==> src/rtl/dispatch_pkg.sv <==
// dispatch_pkg: shared lane count, selector type and popcount helper for the round-robin dispatcher
package dispatch_pkg;
    localparam int LANES = 4;
    localparam int SEL_W = 2;
    typedef logic [SEL_W-1:0] lane_sel_t;
    function automatic logic [2:0] popcount4(input logic [LANES-1:0] v);
        return {2'b0, v[0]} + {2'b0, v[1]} + {2'b0, v[2]} + {2'b0, v[3]};
    endfunction
endpackage

==> src/rtl/demux_1x4.sv <==
// demux_1x4: routes y to the selected output, all other outputs read zero
module demux_1x4
    import dispatch_pkg::*;
#(
    parameter int WIDTH = 1
) (
    input  logic [WIDTH-1:0]      y,
    input  lane_sel_t             sel,
    output logic [3:0][WIDTH-1:0] d
);
    always_comb begin
        d = '0;
        d[sel] = y;
    end
endmodule

==> src/rtl/lane_slot.sv <==
// lane_slot: one-entry holding register; a load wins over a same-cycle drain so the lane stays full
module lane_slot #(
    parameter int WIDTH = 2
) (
    input  logic             clk,
    input  logic             rst_n,
    input  logic             load,
    input  logic             ready,
    input  logic [WIDTH-1:0] din,
    output logic             full,
    output logic [WIDTH-1:0] data
);
    always_ff @(posedge clk or negedge rst_n) begin
        if (!rst_n) begin
            full <= 1'b0;
            data <= '0;
        end else if (load) begin
            full <= 1'b1;
            data <= din;
        end else if (full && ready) begin
            full <= 1'b0;
            data <= '0;
        end
    end
endmodule

==> src/rtl/demux_1x4_dispatch.sv <==
// demux_1x4_dispatch: strict round-robin dispatch of one valid/ready stream onto four registered lanes
module demux_1x4_dispatch
    import dispatch_pkg::*;
#(
    parameter int WIDTH = 2
) (
    input  logic                  clk,
    input  logic                  rst_n,
    input  logic                  in_valid,
    output logic                  in_ready,
    input  logic [WIDTH-1:0]      in_data,
    output logic [3:0]            out_valid,
    input  logic [3:0]            out_ready,
    output logic [3:0][WIDTH-1:0] out_data,
    output lane_sel_t             sel,
    output logic [2:0]            occupancy
);
    lane_sel_t        ptr;
    logic [2:0]       occ;
    logic [3:0]       full;
    logic [3:0]       drain;
    logic [3:0][0:0]  ld;
    logic             acc;

    // the pointer never skips a busy lane, so readiness looks only at lane ptr
    assign in_ready  = ~full[ptr] | out_ready[ptr];
    assign acc       = in_valid & in_ready;
    assign drain     = full & out_ready;
    assign out_valid = full;
    assign sel       = ptr;
    assign occupancy = occ;

    demux_1x4 #(.WIDTH(1)) u_dec (.y(acc), .sel(ptr), .d(ld));

    for (genvar i = 0; i < LANES; i++) begin : g_lane
        lane_slot #(.WIDTH(WIDTH)) u_slot (
            .clk(clk), .rst_n(rst_n), .load(ld[i]), .ready(out_ready[i]),
            .din(in_data), .full(full[i]), .data(out_data[i])
        );
    end

    always_ff @(posedge clk or negedge rst_n) begin
        if (!rst_n) begin
            ptr <= '0;
            occ <= '0;
        end else begin
            if (acc) ptr <= ptr + 1'b1;
            occ <= occ + {2'b0, acc} - popcount4(drain);
        end
    end
endmodule

==> config.mk <==
export PLATFORM = sky130hd
export DESIGN_NAME = demux_1x4_dispatch
export DESIGN_NICKNAME = d
export VERILOG_FILES = /design/src/rtl/dispatch_pkg.sv /design/src/rtl/demux_1x4.sv /design/src/rtl/lane_slot.sv /design/src/rtl/demux_1x4_dispatch.sv
export SDC_FILE = /design/constraint.sdc
export NUM_CORES = 1
export LEC_CHECK = 0
export BUFFER_PORTS_ARGS = -buffer_cell sky130_fd_sc_hd__buf_2
export CORE_UTILIZATION = 41
export CTS_CLUSTER_SIZE = 30
export DETAILED_ROUTE_END_ITERATION = 6
export PLACE_DENSITY = 0.65
export SLEW_MARGIN = 20
export SYNTH_ARGS = -nofsm -noshare
export SYNTH_HDL_FRONTEND = slang
export SYNTH_SLANG_ARGS = --single-unit
==> constraint.sdc <==
create_clock -name clk -period 3.3 [get_ports clk]
set_clock_uncertainty 0.15 [all_clocks]
set_input_delay 0.66 -clock clk [delete_from_list [all_inputs] [get_ports clk]]
set_output_delay 0.66 -clock clk [all_outputs]
set_load 0.005 [all_outputs]
==> tab_implementation.tex <==
\begin{tabular}{lr}
\hline
Metric & Value \\
\hline
\multicolumn{2}{l}{\textbf{Final layout}} \\
Synth-to-layout area growth & 17.6\% \\
Filler cell count in the final layout & 220 \\
Final design utilization & 51.4\% \\
Area of combinational cells with multiple inputs & 479 um\^{}2 \\
Antenna Cells & 0 \\
Sequential standard cell area & 425 um\^{}2 \\
Fraction of final layout cells with drive strength greater than 1 & 38.4\% \\
Final Net Count & 131 \\
\multicolumn{2}{l}{\textbf{Power and ir drop}} \\
Final Total Pwr & 1.03 mW \\
Power per Cell Area & 907 nW/um\^{}2 \\
LEAKAGE & 0.598 nW \\
Worst IR drop on VDD & 0.480 mV \\
\multicolumn{2}{l}{\textbf{Global route}} \\
Global-route congestion overflow total & 0 \\
Vias in the first global route & 635 \\
Met3 demand-to-capacity share in global routing & 3.94\% \\
Met2 Use GR & 24.7\% \\
Pin count of the biggest net entering global routing & 18 \\
Gr usage total & 15.9\% \\
First-pass GRT wire length & 2890 um \\
Number of antenna violations at the first check in global routing & 0 \\
GRT Max-Usage Layer & met2 \\
Met1 capacity usage during global routing & 21.0\% \\
\multicolumn{2}{l}{\textbf{Clock tree}} \\
Clock latency reported for the late side of the worst-skew pair & 0.28 ns \\
Buffers inserted during post-CTS setup optimization & 0 \\
Clock transition at the registers of the reported paths & 0.10 ns \\
Resized Gates After CTS & 0 \\
Number of buffers on the longest clock path & 2 \\
Clock net sink count & 17 \\
Number of buffers added by the clock tree synthesis step & 3 \\
Total number of H-tree levels & 1 \\
CTS tree & yes \\
CTS Root Cell & sky130\_fd\_sc\_hd\_\_clkbuf\_4 \\
CTS Hold Buffers Added & 0 \\
\multicolumn{2}{l}{\textbf{Worst setup path}} \\
Kind of cell with the highest combined delay on the critical path & adder cells \\
Slowest stage cell on the critical path & sky130\_fd\_sc\_hd\_\_mux4\_2 \\
Startpoint of the worst register-to-register path & sel[1] \\
Worst-path cell chain & inv\_1, mux4\_2, clkinv\_2, nand2\_2, fa\_1, inv\_1, ha\_1, inv\_1, fa\_1, xor2\_1, xnor2\_1 \\
Cell repeated most along the worst path & sky130\_fd\_sc\_hd\_\_inv\_1 \\
Worst Path Arrival & 2.94 ns \\
Worst Path Max Fanout & 5 \\
CP Buf/Inv Count & 4 \\
Crit path capture type & register \\
Category of the critical setup timing path & reg -> reg \\
Worst-case reg-to-reg path depth & 11 \\
Critical path required time & 3.33 ns \\
Reg-to-reg setup timing slack & 0.39 ns \\
Crit Reg-Reg Endpoint & occupancy[2] \\
Startpoint Class & register \\
Highest cell delay on the worst timing path & 0.54 ns \\
\multicolumn{2}{l}{\textbf{Synth}} \\
Mean cell area of the mapped netlist & 11.4 um\^{}2 \\
Proportion of synthesized chip area in sequential cells & 44.0\% \\
Synthesized area & 966 um\^{}2 \\
Number of warnings issued by yosys & 0 \\
Netlist cell types & 18 \\
Async S/R FF share, synth & 100\% \\
Number of synthesized flops with an enable pin & 0 \\
Top post-synthesis cells by count & sky130\_fd\_sc\_hd\_\_dfrtp\_1, sky130\_fd\_sc\_hd\_\_nor2b\_1, sky130\_fd\_sc\_hd\_\_mux2\_2 \\
Count of state elements after synthesis & 17 \\
Net count after synthesis & 103 \\
Area share of the leading cell type in the synthesized netlist & 44.0\% \\
Cell types occupying the most area after synthesis & sky130\_fd\_sc\_hd\_\_dfrtp\_1, sky130\_fd\_sc\_hd\_\_mux2\_2, sky130\_fd\_sc\_hd\_\_ha\_1, sky130\_fd\_sc\_hd\_\_nor2b\_1, sky130\_fd\_sc\_hd\_\_fa\_1 \\
Biggest area consumer among synthesized cells & sky130\_fd\_sc\_hd\_\_dfrtp\_1 \\
Most frequent cell after synthesis & sky130\_fd\_sc\_hd\_\_dfrtp\_1 \\
Top FF cell, synth & sky130\_fd\_sc\_hd\_\_dfrtp\_1 \\
Synthesized netlist cell count & 85 \\
\multicolumn{2}{l}{\textbf{Routing}} \\
Remaining number of nets flagged by the antenna check after routing & 0 \\
DR vias/cell & 4.61 \\
Via count & 646 \\
Total routed wirelength & 1700 um \\
Post-route DRC violation count & 0 \\
Routed length per placed instance & 12.1 um \\
Number of detailed-route iterations in the first pass & 3 \\
DR iter-0 viols & 2 \\
\multicolumn{2}{l}{\textbf{Timing}} \\
Crit path time final & 2.91 ns \\
Achievable frequency & 0.344 GHz \\
Post-route fraction of the period consumed by the critical path & 88.2\% \\
Slew HR & 74.3\% \\
Setup Viol. Count Final & 0 \\
Setup repair after global routing missed its margin & no \\
Final sum of negative setup slack & 0 ns \\
Final hold violation count & 0 \\
Tightest Pin Transition & 0.386 ns \\
Final-report max-slew violation count & 0 \\
\multicolumn{2}{l}{\textbf{Floorplanning}} \\
I/O pin total & 27 \\
Initial Util & 43.7\% \\
Horiz. Die Dim & 50.5 um \\
Die height & 50.5 um \\
Area enclosed by the die boundary & 2550 um\^{}2 \\
Area of the core region & 2210 um\^{}2 \\
Row count & 17 \\
\multicolumn{2}{l}{\textbf{Place}} \\
Port bufs & 26 \\
Weighted congestion reported at the end of routability-driven placement & 0.757 \\
Post-DP HPWL & 1390 um \\
\multicolumn{2}{l}{\textbf{Outcome}} \\
Status & finished clean \\
\multicolumn{2}{l}{\textbf{Hold path}} \\
Classification of the worst-slack hold path & in -> async \\
\multicolumn{2}{l}{\textbf{Job}} \\
\# Max-Cap Violations & 0 \\
\hline
\end{tabular}
registers in the layout, indices dropped and copies added, names as in the netlist:
name / count
g_lane.u_slot.full: 4
g_lane.u_slot.data: 8
occupancy: 3
sel: 2
cells by family after synthesis:
| family | after synthesis | share of synthesized area [%] |
|---|---|---|
| XOR/XNOR | 4 | 3.63 |
| buffers and inverters | 12 | 6.35 |
| flip-flops | 17 | 44.0 |
| adder cells (fa/ha/maj) | 9 | 14.0 |
| AND/OR/NAND/NOR | 29 | 16.7 |
| AO/OA/AOI/OAI | 4 | 2.07 |
| multiplexers | 10 | 13.2 |
worst register-to-register path, stage by stage, from the launching register on:
cell	delay [ns]
sky130_fd_sc_hd__dfrtp_1	0.44
sky130_fd_sc_hd__inv_1	0.14
sky130_fd_sc_hd__mux4_2	0.54
sky130_fd_sc_hd__clkinv_2	0.07
sky130_fd_sc_hd__nand2_2	0.09
sky130_fd_sc_hd__fa_1	0.46
sky130_fd_sc_hd__inv_1	0.06
sky130_fd_sc_hd__ha_1	0.13
sky130_fd_sc_hd__inv_1	0.05
sky130_fd_sc_hd__fa_1	0.39
sky130_fd_sc_hd__xor2_1	0.16
sky130_fd_sc_hd__xnor2_1	0.12
stage by stage:
stage | hold WS [ns] | std cells | area, um^2 | setup WS (ns)
after floorplan | 0.214 | 85 | 966 | 0.301
after global placement | 0.350 | 136 | 1110 | 0.202
after detailed placement | 0.358 | 136 | 1110 | 0.158
after CTS | 0.138 | 140 | 1140 | 0.365
after global routing | 0.139 | 140 | 1140 | 0.231
final | 0.127 | 140 | 1140 | 0.390
how the worst max path moves through the flow:
stage | start | to | slack [ns] | cells past startpoint
after floorplan | out_ready[0] | occupancy[2] | 0.30 | 11
after global placement | out_ready[0] | occupancy[2] | 0.20 | 12
after detailed placement | out_ready[0] | occupancy[2] | 0.16 | 12
after CTS | sel[1] | occupancy[2] | 0.36 | 11
after global routing | sel[1] | occupancy[2] | 0.23 | 11
final | sel[1] | occupancy[2] | 0.39 | 11
cells in the final DEF (no fill, tap or decap), types with 4 or more instances in the layout:
cell type                  count
sky130_fd_sc_hd__and2_1        4
sky130_fd_sc_hd__buf_2        26
sky130_fd_sc_hd__dfrtp_1      17
sky130_fd_sc_hd__ha_1          6
sky130_fd_sc_hd__inv_1         7
sky130_fd_sc_hd__mux2_2        8
sky130_fd_sc_hd__nand2_1       4
sky130_fd_sc_hd__nand2b_1      4
sky130_fd_sc_hd__nor2_1        4
sky130_fd_sc_hd__nor2b_1      12
sky130_fd_sc_hd__o21ai_0       4
routing by layer:
layer | part of all wire (%) | up-vias | routed length (um)
met5 | 0 | - | 0
met4 | 0.82 | 0 | 14
met3 | 3.4 | 2 | 57
met2 | 49 | 12 | 825
met1 | 47 | 311 | 802
li1 | - | 321 | -
power breakdown:
group / leakage [nW] / internal (mW) / total (mW) / switching [mW]
Sequential: 0.213 / 0.312 / 0.382 / 0.0699
Combinational: 0.367 / 0.291 / 0.537 / 0.245
Clock: 0.0177 / 0.0450 / 0.111 / 0.0663
Total: 0.598 / 0.648 / 1.03 / 0.382
area by class of cell:
cell class,instances,share of cell area [%]
Multi-Input combinational cell,56,42.2
Inverter,8,2.75
Sequential cell,17,37.4
Clock inverter,1,0.441
Tap cell,28,3.08
Clock buffer,3,1.98
Timing Repair Buffer,27,12.1
(Power assumes the default switching activity.)
